`src/rtl/mips_multicycle_control.sv`:
```
// mips_multicycle_control: Moore control FSM for a multicycle MIPS datapath.
// Sequences FETCH/DECODE/execute states, raises datapath strobes and mux
// selects per state, and aborts memory states that wait too long on mem_ready.
// Optional feature: define JUMP_INSTR_EN to decode the J instruction; without
// it opcode 000010 is illegal and code 11 behaves like any unused code.
module mips_multicycle_control #(
    parameter int MEM_TIMEOUT = 15
) (
    input  logic       clk,
    input  logic       rst,
    input  logic [5:0] opcode,
    input  logic       mem_ready,
    output logic       pc_write,
    output logic       pc_write_cond,
    output logic       ir_write,
    output logic       mem_read,
    output logic       mem_write,
    output logic       reg_write,
    output logic       i_or_d,
    output logic       mem_to_reg,
    output logic       reg_dst,
    output logic       alu_src_a,
    output logic [1:0] alu_src_b,
    output logic [1:0] pc_source,
    output logic [1:0] alu_ctrl,
    output logic [3:0] state,
    output logic       illegal,
    output logic       timeout
);

    localparam logic [3:0] FETCH   = 4'd0;
    localparam logic [3:0] DECODE  = 4'd1;
    localparam logic [3:0] MEMADR  = 4'd2;
    localparam logic [3:0] MEMRD   = 4'd3;
    localparam logic [3:0] MEMWB   = 4'd4;
    localparam logic [3:0] MEMWR   = 4'd5;
    localparam logic [3:0] EXECUTE = 4'd6;
    localparam logic [3:0] ALUWB   = 4'd7;
    localparam logic [3:0] BRANCH  = 4'd8;
    localparam logic [3:0] ADDIEX  = 4'd9;
    localparam logic [3:0] ADDIWB  = 4'd10;
`ifdef JUMP_INSTR_EN
    localparam logic [3:0] JUMP    = 4'd11;
    localparam logic [5:0] OP_J    = 6'b000010;
`endif

    localparam logic [5:0] OP_R    = 6'b000000;
    localparam logic [5:0] OP_LW   = 6'b100011;
    localparam logic [5:0] OP_SW   = 6'b101011;
    localparam logic [5:0] OP_BEQ  = 6'b000100;
    localparam logic [5:0] OP_ADDI = 6'b001000;

    localparam logic [7:0] TIMEOUT_LIM = 8'(MEM_TIMEOUT);

    logic [3:0] state_q;
    logic [3:0] state_d;
    logic [7:0] wait_cnt;
    logic       wait_state;
    logic       expired;
    logic       illegal_d;

    assign state = state_q;

    // Detect a memory wait that has run out of budget this cycle.
    always_comb begin
        wait_state = (state_q == FETCH) || (state_q == MEMRD) || (state_q == MEMWR);
        expired    = wait_state && !mem_ready && (wait_cnt == TIMEOUT_LIM);
    end

    // Next-state selection; unknown opcodes and unused codes fall back to FETCH.
    always_comb begin
        state_d   = FETCH;
        illegal_d = 1'b0;
        case (state_q)
            FETCH:   state_d = mem_ready ? DECODE : FETCH;
            DECODE: begin
                case (opcode)
                    OP_LW, OP_SW: state_d = MEMADR;
                    OP_R:         state_d = EXECUTE;
                    OP_BEQ:       state_d = BRANCH;
                    OP_ADDI:      state_d = ADDIEX;
`ifdef JUMP_INSTR_EN
                    OP_J:         state_d = JUMP;
`endif
                    default:      illegal_d = 1'b1;
                endcase
            end
            MEMADR: begin
                case (opcode)
                    OP_LW:   state_d = MEMRD;
                    OP_SW:   state_d = MEMWR;
                    default: illegal_d = 1'b1;
                endcase
            end
            MEMRD:   state_d = mem_ready ? MEMWB : MEMRD;
            MEMWB:   state_d = FETCH;
            MEMWR:   state_d = mem_ready ? FETCH : MEMWR;
            EXECUTE: state_d = ALUWB;
            ALUWB:   state_d = FETCH;
            BRANCH:  state_d = FETCH;
            ADDIEX:  state_d = ADDIWB;
            ADDIWB:  state_d = FETCH;
`ifdef JUMP_INSTR_EN
            JUMP:    state_d = FETCH;
`endif
            default: illegal_d = 1'b1;
        endcase
        if (expired) begin
            state_d = FETCH;
        end
    end

    // State, wait counter and event pulse registers.
    always_ff @(posedge clk) begin
        if (rst) begin
            state_q  <= FETCH;
            wait_cnt <= '0;
            illegal  <= 1'b0;
            timeout  <= 1'b0;
        end else begin
            state_q <= state_d;
            illegal <= illegal_d;
            timeout <= expired;
            // A FETCH->FETCH abort is not a state change, so clear on expiry too.
            if ((state_d != state_q) || expired) begin
                wait_cnt <= '0;
            end else if (wait_state && !mem_ready) begin
                wait_cnt <= wait_cnt + 8'd1;
            end
        end
    end

    // Moore outputs per state; reset and an expiring wait suppress all strobes.
    always_comb begin
        pc_write      = 1'b0;
        pc_write_cond = 1'b0;
        ir_write      = 1'b0;
        mem_read      = 1'b0;
        mem_write     = 1'b0;
        reg_write     = 1'b0;
        i_or_d        = 1'b0;
        mem_to_reg    = 1'b0;
        reg_dst       = 1'b0;
        alu_src_a     = 1'b0;
        alu_src_b     = 2'b00;
        pc_source     = 2'b00;
        alu_ctrl      = 2'b00;
        case (state_q)
            FETCH: begin
                mem_read  = 1'b1;
                alu_src_b = 2'b01;
                ir_write  = mem_ready;
                pc_write  = mem_ready;
            end
            DECODE:  alu_src_b = 2'b11;
            MEMADR: begin
                alu_src_a = 1'b1;
                alu_src_b = 2'b10;
            end
            MEMRD: begin
                mem_read = 1'b1;
                i_or_d   = 1'b1;
            end
            MEMWB: begin
                reg_write  = 1'b1;
                mem_to_reg = 1'b1;
            end
            MEMWR: begin
                mem_write = 1'b1;
                i_or_d    = 1'b1;
            end
            EXECUTE: begin
                alu_src_a = 1'b1;
                alu_ctrl  = 2'b10;
            end
            ALUWB: begin
                reg_write = 1'b1;
                reg_dst   = 1'b1;
            end
            BRANCH: begin
                alu_src_a     = 1'b1;
                alu_ctrl      = 2'b01;
                pc_write_cond = 1'b1;
                pc_source     = 2'b01;
            end
            ADDIEX: begin
                alu_src_a = 1'b1;
                alu_src_b = 2'b10;
            end
            ADDIWB:  reg_write = 1'b1;
`ifdef JUMP_INSTR_EN
            JUMP: begin
                pc_write  = 1'b1;
                pc_source = 2'b10;
            end
`endif
            default: ;
        endcase
        if (rst || expired) begin
            pc_write      = 1'b0;
            pc_write_cond = 1'b0;
            ir_write      = 1'b0;
            mem_read      = 1'b0;
            mem_write     = 1'b0;
            reg_write     = 1'b0;
        end
        if (rst) begin
            i_or_d     = 1'b0;
            mem_to_reg = 1'b0;
            reg_dst    = 1'b0;
            alu_src_a  = 1'b0;
            alu_src_b  = 2'b01;
            pc_source  = 2'b00;
            alu_ctrl   = 2'b00;
        end
    end

endmodule

```
`config.mk`:
```
export PLATFORM = sky130hd
export DESIGN_NAME = mips_multicycle_control
export DESIGN_NICKNAME = d
export VERILOG_FILES = /design/src/rtl/mips_multicycle_control.sv
export SDC_FILE = /design/constraint.sdc
export NUM_CORES = 1
export LEC_CHECK = 0
export ABC_AREA = 1
export CAP_MARGIN = 20
export CORE_MARGIN = 3
export CORE_UTILIZATION = 49
export CTS_BUF_LIST = sky130_fd_sc_hd__clkbuf_2 sky130_fd_sc_hd__clkbuf_4 sky130_fd_sc_hd__clkbuf_8
export DETAILED_ROUTE_END_ITERATION = 10
export PLACE_DENSITY = 0.82
export SETUP_SLACK_MARGIN = 0.05
export SYNTH_ARGS = -nofsm -noshare
export SYNTH_HDL_FRONTEND = slang
export SYNTH_SLANG_ARGS = --single-unit
```
`constraint.sdc`:
```
create_clock -name clk -period 2 [get_ports clk]
set_input_delay 0.3 -clock clk [delete_from_list [all_inputs] [get_ports clk]]
set_output_delay 0.3 -clock clk [all_outputs]
set_load 0.02 [all_outputs]
```
### After elaboration in Yosys (flattened, before gate mapping)

Cells that the tools add are included.

| word-level totals | value |
|---|---|
| RAM bits | 0 |
| output and inout port bits | 22 |
| register bits after elaboration | 14 |
| memories | 0 |
| bits in latches | 0 |
| bits in read-only memories | 0 |
| input port bits | 9 |

| operators by class | value |
|---|---|
| bitwise gates (word level) | 0 |
| shifts and indexed selects | 0 |
| multipliers | 0 |
| divide/modulo/power cells | 0 |
| multiplexer cells | 34 |
| $add $sub $neg | 1 |
| $lt $le $gt $ge | 0 |
| reductions and logical operators | 18 |
| eq/ne operators | 16 |

Operators by type and width:

| kind | number |
|---|---|
| case mux 4 bit (7 select lines) | 1 |
| 2-to-1 mux 1 bit | 22 |
| equality test 4 x 3 -> 1 bit (second input constant) | 4 |
| case mux 4 bit (4 select lines) | 1 |
| equality test 4 bit (second input constant) | 3 |
| equality test 6 bit (second input constant) | 2 |
| OR reduction 2 bit | 5 |
| OR reduction 9 bit | 1 |
| adder 8 x 1 -> 8 bit (second input constant) | 1 |
| equality test 4 x 2 -> 1 bit (second input constant) | 2 |
| equality test 8 x 4 -> 1 bit (second input constant) | 1 |
| equality test 6 x 3 -> 1 bit (second input constant) | 1 |
| equality test 6 x 4 -> 1 bit (second input constant) | 1 |
| logical NOT 6 bit | 1 |
| 2-to-1 mux 2 bit | 3 |
| 2-to-1 mux 3 bit | 2 |
| case mux 2 bit (3 select lines) | 1 |
| case mux 3 bit (2 select lines) | 1 |
| OR reduction 5 bit | 1 |
| equality test 4 x 1 -> 1 bit (second input constant) | 1 |
| logical NOT 4 bit | 1 |
| logical OR 1 bit | 4 |
| 2-to-1 mux 4 bit | 1 |
| != test 4 bit | 1 |
| 6 further kinds | 7 |

### Longest topological paths before layout

Gate-level depths: netlist of the first run.

| logic depth | value |
|---|---|
| depth in word-level cells | 9 |
| gate-level depth with buffers | 13 |

### Worst setup path after synthesis of the first run

Ideal clock, no wire load.

| path | value |
|---|---|
| path type | reg2out |
| from | register state_q[1] (netlist: state[1]) |
| to | output port pc_write |
| data arrival time | 1.710 ns |
| cell stages (with the launch flop) | 10 |
| slack | -0.010 ns |
| data required time | 1.700 ns |
| cells stage by stage | dfxtp_1 nor2_1 nand2_1 nand2_2 nand2_2 nand2_4 nand2_4 nand2_1 nor2_1 buf_4 |

| between the ends | value |
|---|---|
| cells in the longest elaborated chain, start to end | 7 |
| elaborated cells between the ends (all ways) | 10 |
| those cells by class | eq/ne: 2; mux: 2; reduce/logical: 6 |

Ends and longest elaborated chain:

| what | line | source |
|---|---|---|
| start, declared | 55 | `logic [3:0] state_q;` |
| start signal, assigned | 121 | `state_q <= state_d;` |
| equality test 4 x 2 -> 1 bit or logical NOT 4 bit (tied branches) | - |  |
| logical OR 1 bit (2 in a row) | 66 | `wait_state = (state_q == FETCH) \|\| (state_q == MEMRD) \|\| (state_q == MEMWR);` |
| logical AND 1 bit (2 in a row) | 67 | `expired = wait_state && !mem_ready && (wait_cnt == TIMEOUT_LIM);` |
| logical OR 1 bit | 199 | `if (rst \|\| expired) begin` |
| 2-to-1 mux 1 bit (*) | - |  |
| end, declared | 13 | `output logic pc_write,` |

Mark *: on every way between the ends. The rest lies on a longest branch, timed or not.

### Final worst setup path of the first run

| path | value |
|---|---|
| from | register state_q[3] (netlist: state[3]) |
| to | output port reg_write |

| between the ends | value |
|---|---|
| cells in the longest elaborated chain, start to end | 7 |
| elaborated cells between the ends (all ways) | 14 |
| those cells by class | eq/ne: 5; mux: 2; reduce/logical: 7 |

Ends and longest elaborated chain:

| what | line | source |
|---|---|---|
| equality test 4 x 2 -> 1 bit or logical NOT 4 bit (tied branches) | 66 |  |
| logical OR 1 bit (2 in a row) | 66 |  |
| logical AND 1 bit (2 in a row) | 67 |  |
| logical OR 1 bit | 199 |  |
| 2-to-1 mux 1 bit (*) | 199 |  |
| end, declared | 18 | `output logic reg_write,` |

Marked as above.

==> impl_summary.md, run 1 <==
Outcome
The run finished with clean final reports.

STA
The highest clock rate is 521 MHz. The number of max-slew violations in the final report is 0. Setup total negative slack on the finished layout was measured at 0 ns.

Setup repair after global routing could not meet its margin everywhere. The final number of hold-violating endpoints is 0. Counting I/O delays and the setup requirement, the final critical path takes 1.92 ns. Final hold analysis gives a worst-case slack of 0.538 ns. Setup violations remaining at the end of the flow were counted as 0. In the finished design, the share of the clock period the worst path needs comes to a little over nine tenths.

Between clock sinks in the finished design, the worst skew comes to 0.00249 ns.

Layout
The number of nets in the finished design is 251. Summing all non-filler instances in the final layout gives an area of 1680 um2. The final core utilization is 82.2%. The layout cell share with drive strength beyond 1 is 35.4%. 0 antenna diodes ended up in the layout. The growth of design area from synthesis to finish is 52.0%. In the layout the commonest cells are sky130_fd_sc_hd__nor2_1 (36), sky130_fd_sc_hd__nand2_1 (36), sky130_fd_sc_hd__buf_4 (34), sky130_fd_sc_hd__inv_1 (18), sky130_fd_sc_hd__nand3_1 (15).

Pwr
The switching power of the nets is 188 uW. The cell leakage power is between 0.8 and 0.9 nW. Summing internal, switching and leakage power gives 653 uW. The switching share of total power is between 20% and 30%. The worst-case IR drop observed on VDD is 456 uV. The internal power is about 470 uW.

Combinational logic burns 23.7% of the power. The share of power burned in the clock network is between 30 and 40%. Dividing total power by cell area gives a power density of 389 nW/um2. The proportion of power drawn by flip-flops and latches is between 40 and 50%.

Global routing
Entering global routing, the biggest net connects 10 pins. The first global-routing pass estimated 5660 um of wire. The number of global-route vias before repair came to 1327. Global routing used 27.2% of the available tracks. The number of antenna violations at the first check in global routing was 0. Summed over all layers, the global routing overflow is 0.

Drt
The number of vias per cell is 5.07. The number of violations reported at the end of detailed-routing iteration 0 is 44. In the final routed layout, each cell accounts on average for 13.0 um. The length of the first detailed-routing pass in iterations is 4. After detailed routing, the number of remaining DRC violations is 0.

Once detail routing completed, the nets flagged for antenna violations numbered 0. Summing over every cut layer, the via total after detailed routing is around 1400. Summed over all layers, the routed wires come to 3480 um.

Place
The HPWL after detailed placement is approximately 2800 um. The congestion estimate from routability-driven global placement came to 0.897. The total placed instance area is 1650 um2. Input and output buffers added on the ports amount to 29.

Clock tree
The tree built by TritonCTS fans out to 14 sinks. TritonCTS built the clock tree. Clock tree synthesis inserted a total of 3 buffers.

The worst-skew pair later-pin latency is 0.29 ns. No sink is reached through more buffers than the 2 on the longest clock path. The level count of the clock H-tree is 1. The count of hold-fix buffers inserted at cts is 0. The buffer type at the clock tree root is sky130_fd_sc_hd__clkbuf_4.

Clock-pin slew was measured on the worst setup and hold paths at 0.08 ns.

Synth
In the synthesized netlist the dominant register cell turns out to be sky130_fd_sc_hd__dfxtp_1. After Yosys synthesis, and, or, nand and nor cells account for 52.7% of the synthesized area. Summed over all instances, the cell type with the most area after synthesis is sky130_fd_sc_hd__dfxtp_1. Summing the sequential cell areas from Yosys gives 25.4% of the chip area.

Of the post-synthesis cell area, the dominant cell type holds roughly a quarter. The share of the synthesized netlist area taken by xor and xnor gates is under 10%. The complex-gate fraction of the synthesized area is 5.10%. The number of synthesized flops with an enable pin is 0. The per-instance average area after synthesis is 6.24 um2. Ranked by total cell area, the synthesized netlist is headed by sky130_fd_sc_hd__dfxtp_1 (25%), sky130_fd_sc_hd__nand2_1 (13%), sky130_fd_sc_hd__nor2_1 (13%). Summing every instance area after synthesis gives 1100 um2. The distinct cell type count after synthesis is 28. The synthesized netlist cell count is 177. The fraction of the mapped netlist area in adder cells is under 10%.

The async set-or-reset flop fraction in the synthesized netlist is 0%. The number of warnings issued by yosys is 0. When the netlist entered floorplanning its net count stood at 187. The dominant combinational cell family by area after synthesis is simple AND/OR/NAND/NOR gates. The portion of synthesized area spent on multiplexers is 0%. Synthesis inferred 14 register bits.

Die
For this design the top-level I/O count stands at 31. The floorplan step defined a die boundary enclosing 2860 um2. The initial core utilization is roughly 54%.

The die is roughly 53 um wide. The count of standard-cell rows is 16. The floorplan step set the die height to around 53 um. The area of the core region is between 2000 and 2500 um2.

Worst setup path
The critical path endpoint category is an output pin. The highest net fanout along the worst path is 4. The required time reported for the critical path endpoint is roughly 1.7 ns.

The critical path in this run is classified as reg -> out. Data arrives at the worst endpoint at 1.62 ns. The worst setup path is launched from a register.

Worst hold path
The class of the tightest hold or removal check is reg -> reg.

Run
The count of maximum capacitance violations is 0.
-- flip-flops by register name (all words and copies together), names as in the netlist --
signal and flops:
wait_cnt 8, illegal 1, state 4, timeout 1
-- worst paths after layout --
| check | startpoint | to | slack (ns) | cells past startpoint |
|---|---|---|---|---|
| setup reg to reg | state[3] | wait_cnt[3] | 0.16 | 13 |
| hold reg to reg | wait_cnt[7] | wait_cnt[7] | 0.54 | 3 |
| setup / recovery | state[3] | reg_write | 0.08 | 10 |
| hold / removal | wait_cnt[7] | wait_cnt[7] | 0.54 | 3 |
-- power groups by stage --
stage               Clock, mW  Sequential [mW]  Combinational (mW)
floorplan                   0            0.297              0.0716
global placement            0            0.294               0.147
detailed placement          0            0.294               0.152
CTS                     0.213            0.288               0.149
global route            0.225            0.289               0.167
finish                  0.209            0.289               0.155
-- through the flow --
stage	setup slack, ns	cells
after floorplan	0.104	177
after global placement	-0.228	262
after detailed placement	-0.267	262
after CTS	0.0192	266
after global routing	0.00826	267
final	0.0817	267
-- final cells by class --
type	instances	area, um2
inverters	22	82.6
flip-flops and latches	14	285
well taps	27	33.8
repair buffers	63	493
fillers	142	363
multi-input cells	137	748
clock buffers	4	36.3
-- synthesized netlist by cell type, types with 2 or more instances --
master,n
sky130_fd_sc_hd__nor2_1,37
sky130_fd_sc_hd__a31oi_1,2
sky130_fd_sc_hd__inv_2,4
sky130_fd_sc_hd__nand2_1,38
sky130_fd_sc_hd__dfxtp_1,14
sky130_fd_sc_hd__nand2_2,5
sky130_fd_sc_hd__xor2_1,4
sky130_fd_sc_hd__nand3_1,15
sky130_fd_sc_hd__or2_2,2
sky130_fd_sc_hd__buf_4,3
sky130_fd_sc_hd__nand3_2,4
sky130_fd_sc_hd__inv_1,18
sky130_fd_sc_hd__o21ai_0,2
sky130_fd_sc_hd__xnor2_1,3
sky130_fd_sc_hd__nor2_4,2
sky130_fd_sc_hd__a21oi_1,5
sky130_fd_sc_hd__nor2_2,7
sky130_fd_sc_hd__nand2_4,2
-- routing by layer --
layer / global-route usage (%) / vias to the layer above / share of wire [%]
li1: - / 677 / -
met1: 30.9 / 625 / 41
met2: 47.8 / 44 / 51
met3: 8.45 / 8 / 5.9
met4: 8.09 / 0 / 2.0
met5: 0 / - / 0
-- critical path, stage by stage, from the launching register on --
cell and delay, ns:
sky130_fd_sc_hd__dfxtp_1 0.42, sky130_fd_sc_hd__nor2_4 0.08, sky130_fd_sc_hd__buf_4 0.13, sky130_fd_sc_hd__nand2_2 0.07
sky130_fd_sc_hd__nand2_2 0.05, sky130_fd_sc_hd__nand2_2 0.07, sky130_fd_sc_hd__nand2_4 0.05, sky130_fd_sc_hd__nand2_4 0.05
sky130_fd_sc_hd__nand2_2 0.07, sky130_fd_sc_hd__a31oi_1 0.14, sky130_fd_sc_hd__buf_2 0.18
-- cell families after synthesis --
| logic type | after synthesis |
|---|---|
| and+or+nand+nor | 118 |
| xor gates and xnor gates | 7 |
| buffers and inverters | 26 |
| DFF | 14 |
| AOI/OAI and AO/OA | 10 |
| other | 1 |
| adders and majority gates | 1 |
-- repair_timing --
| item | 4_1_cts | 5_1_grt |
|---|---|---|
| cloned | 0 | 0 |
| pin swaps | 1 | 2 |
| gates resized for setup | 39 | 16 |
| buffers inserted | 0 | 1 |
| endpoints found under the setup margin | 15 | 15 |
No activity file was read; power rests on OpenSTA's default activity.
==> run 2, diff against run 1 <==
--- a/config.mk
+++ b/config.mk
@@ -10,6 +10,7 @@
 export CORE_MARGIN = 3
 export CORE_UTILIZATION = 49
 export CTS_BUF_LIST = sky130_fd_sc_hd__clkbuf_2 sky130_fd_sc_hd__clkbuf_4 sky130_fd_sc_hd__clkbuf_8
+export CTS_CLUSTER_DIAMETER = 120
 export DETAILED_ROUTE_END_ITERATION = 10
 export PLACE_DENSITY = 0.82
 export SETUP_SLACK_MARGIN = 0.05
==> results of run 2 <==
No change in the layout: final DEF, timing and power equal those of run 1.
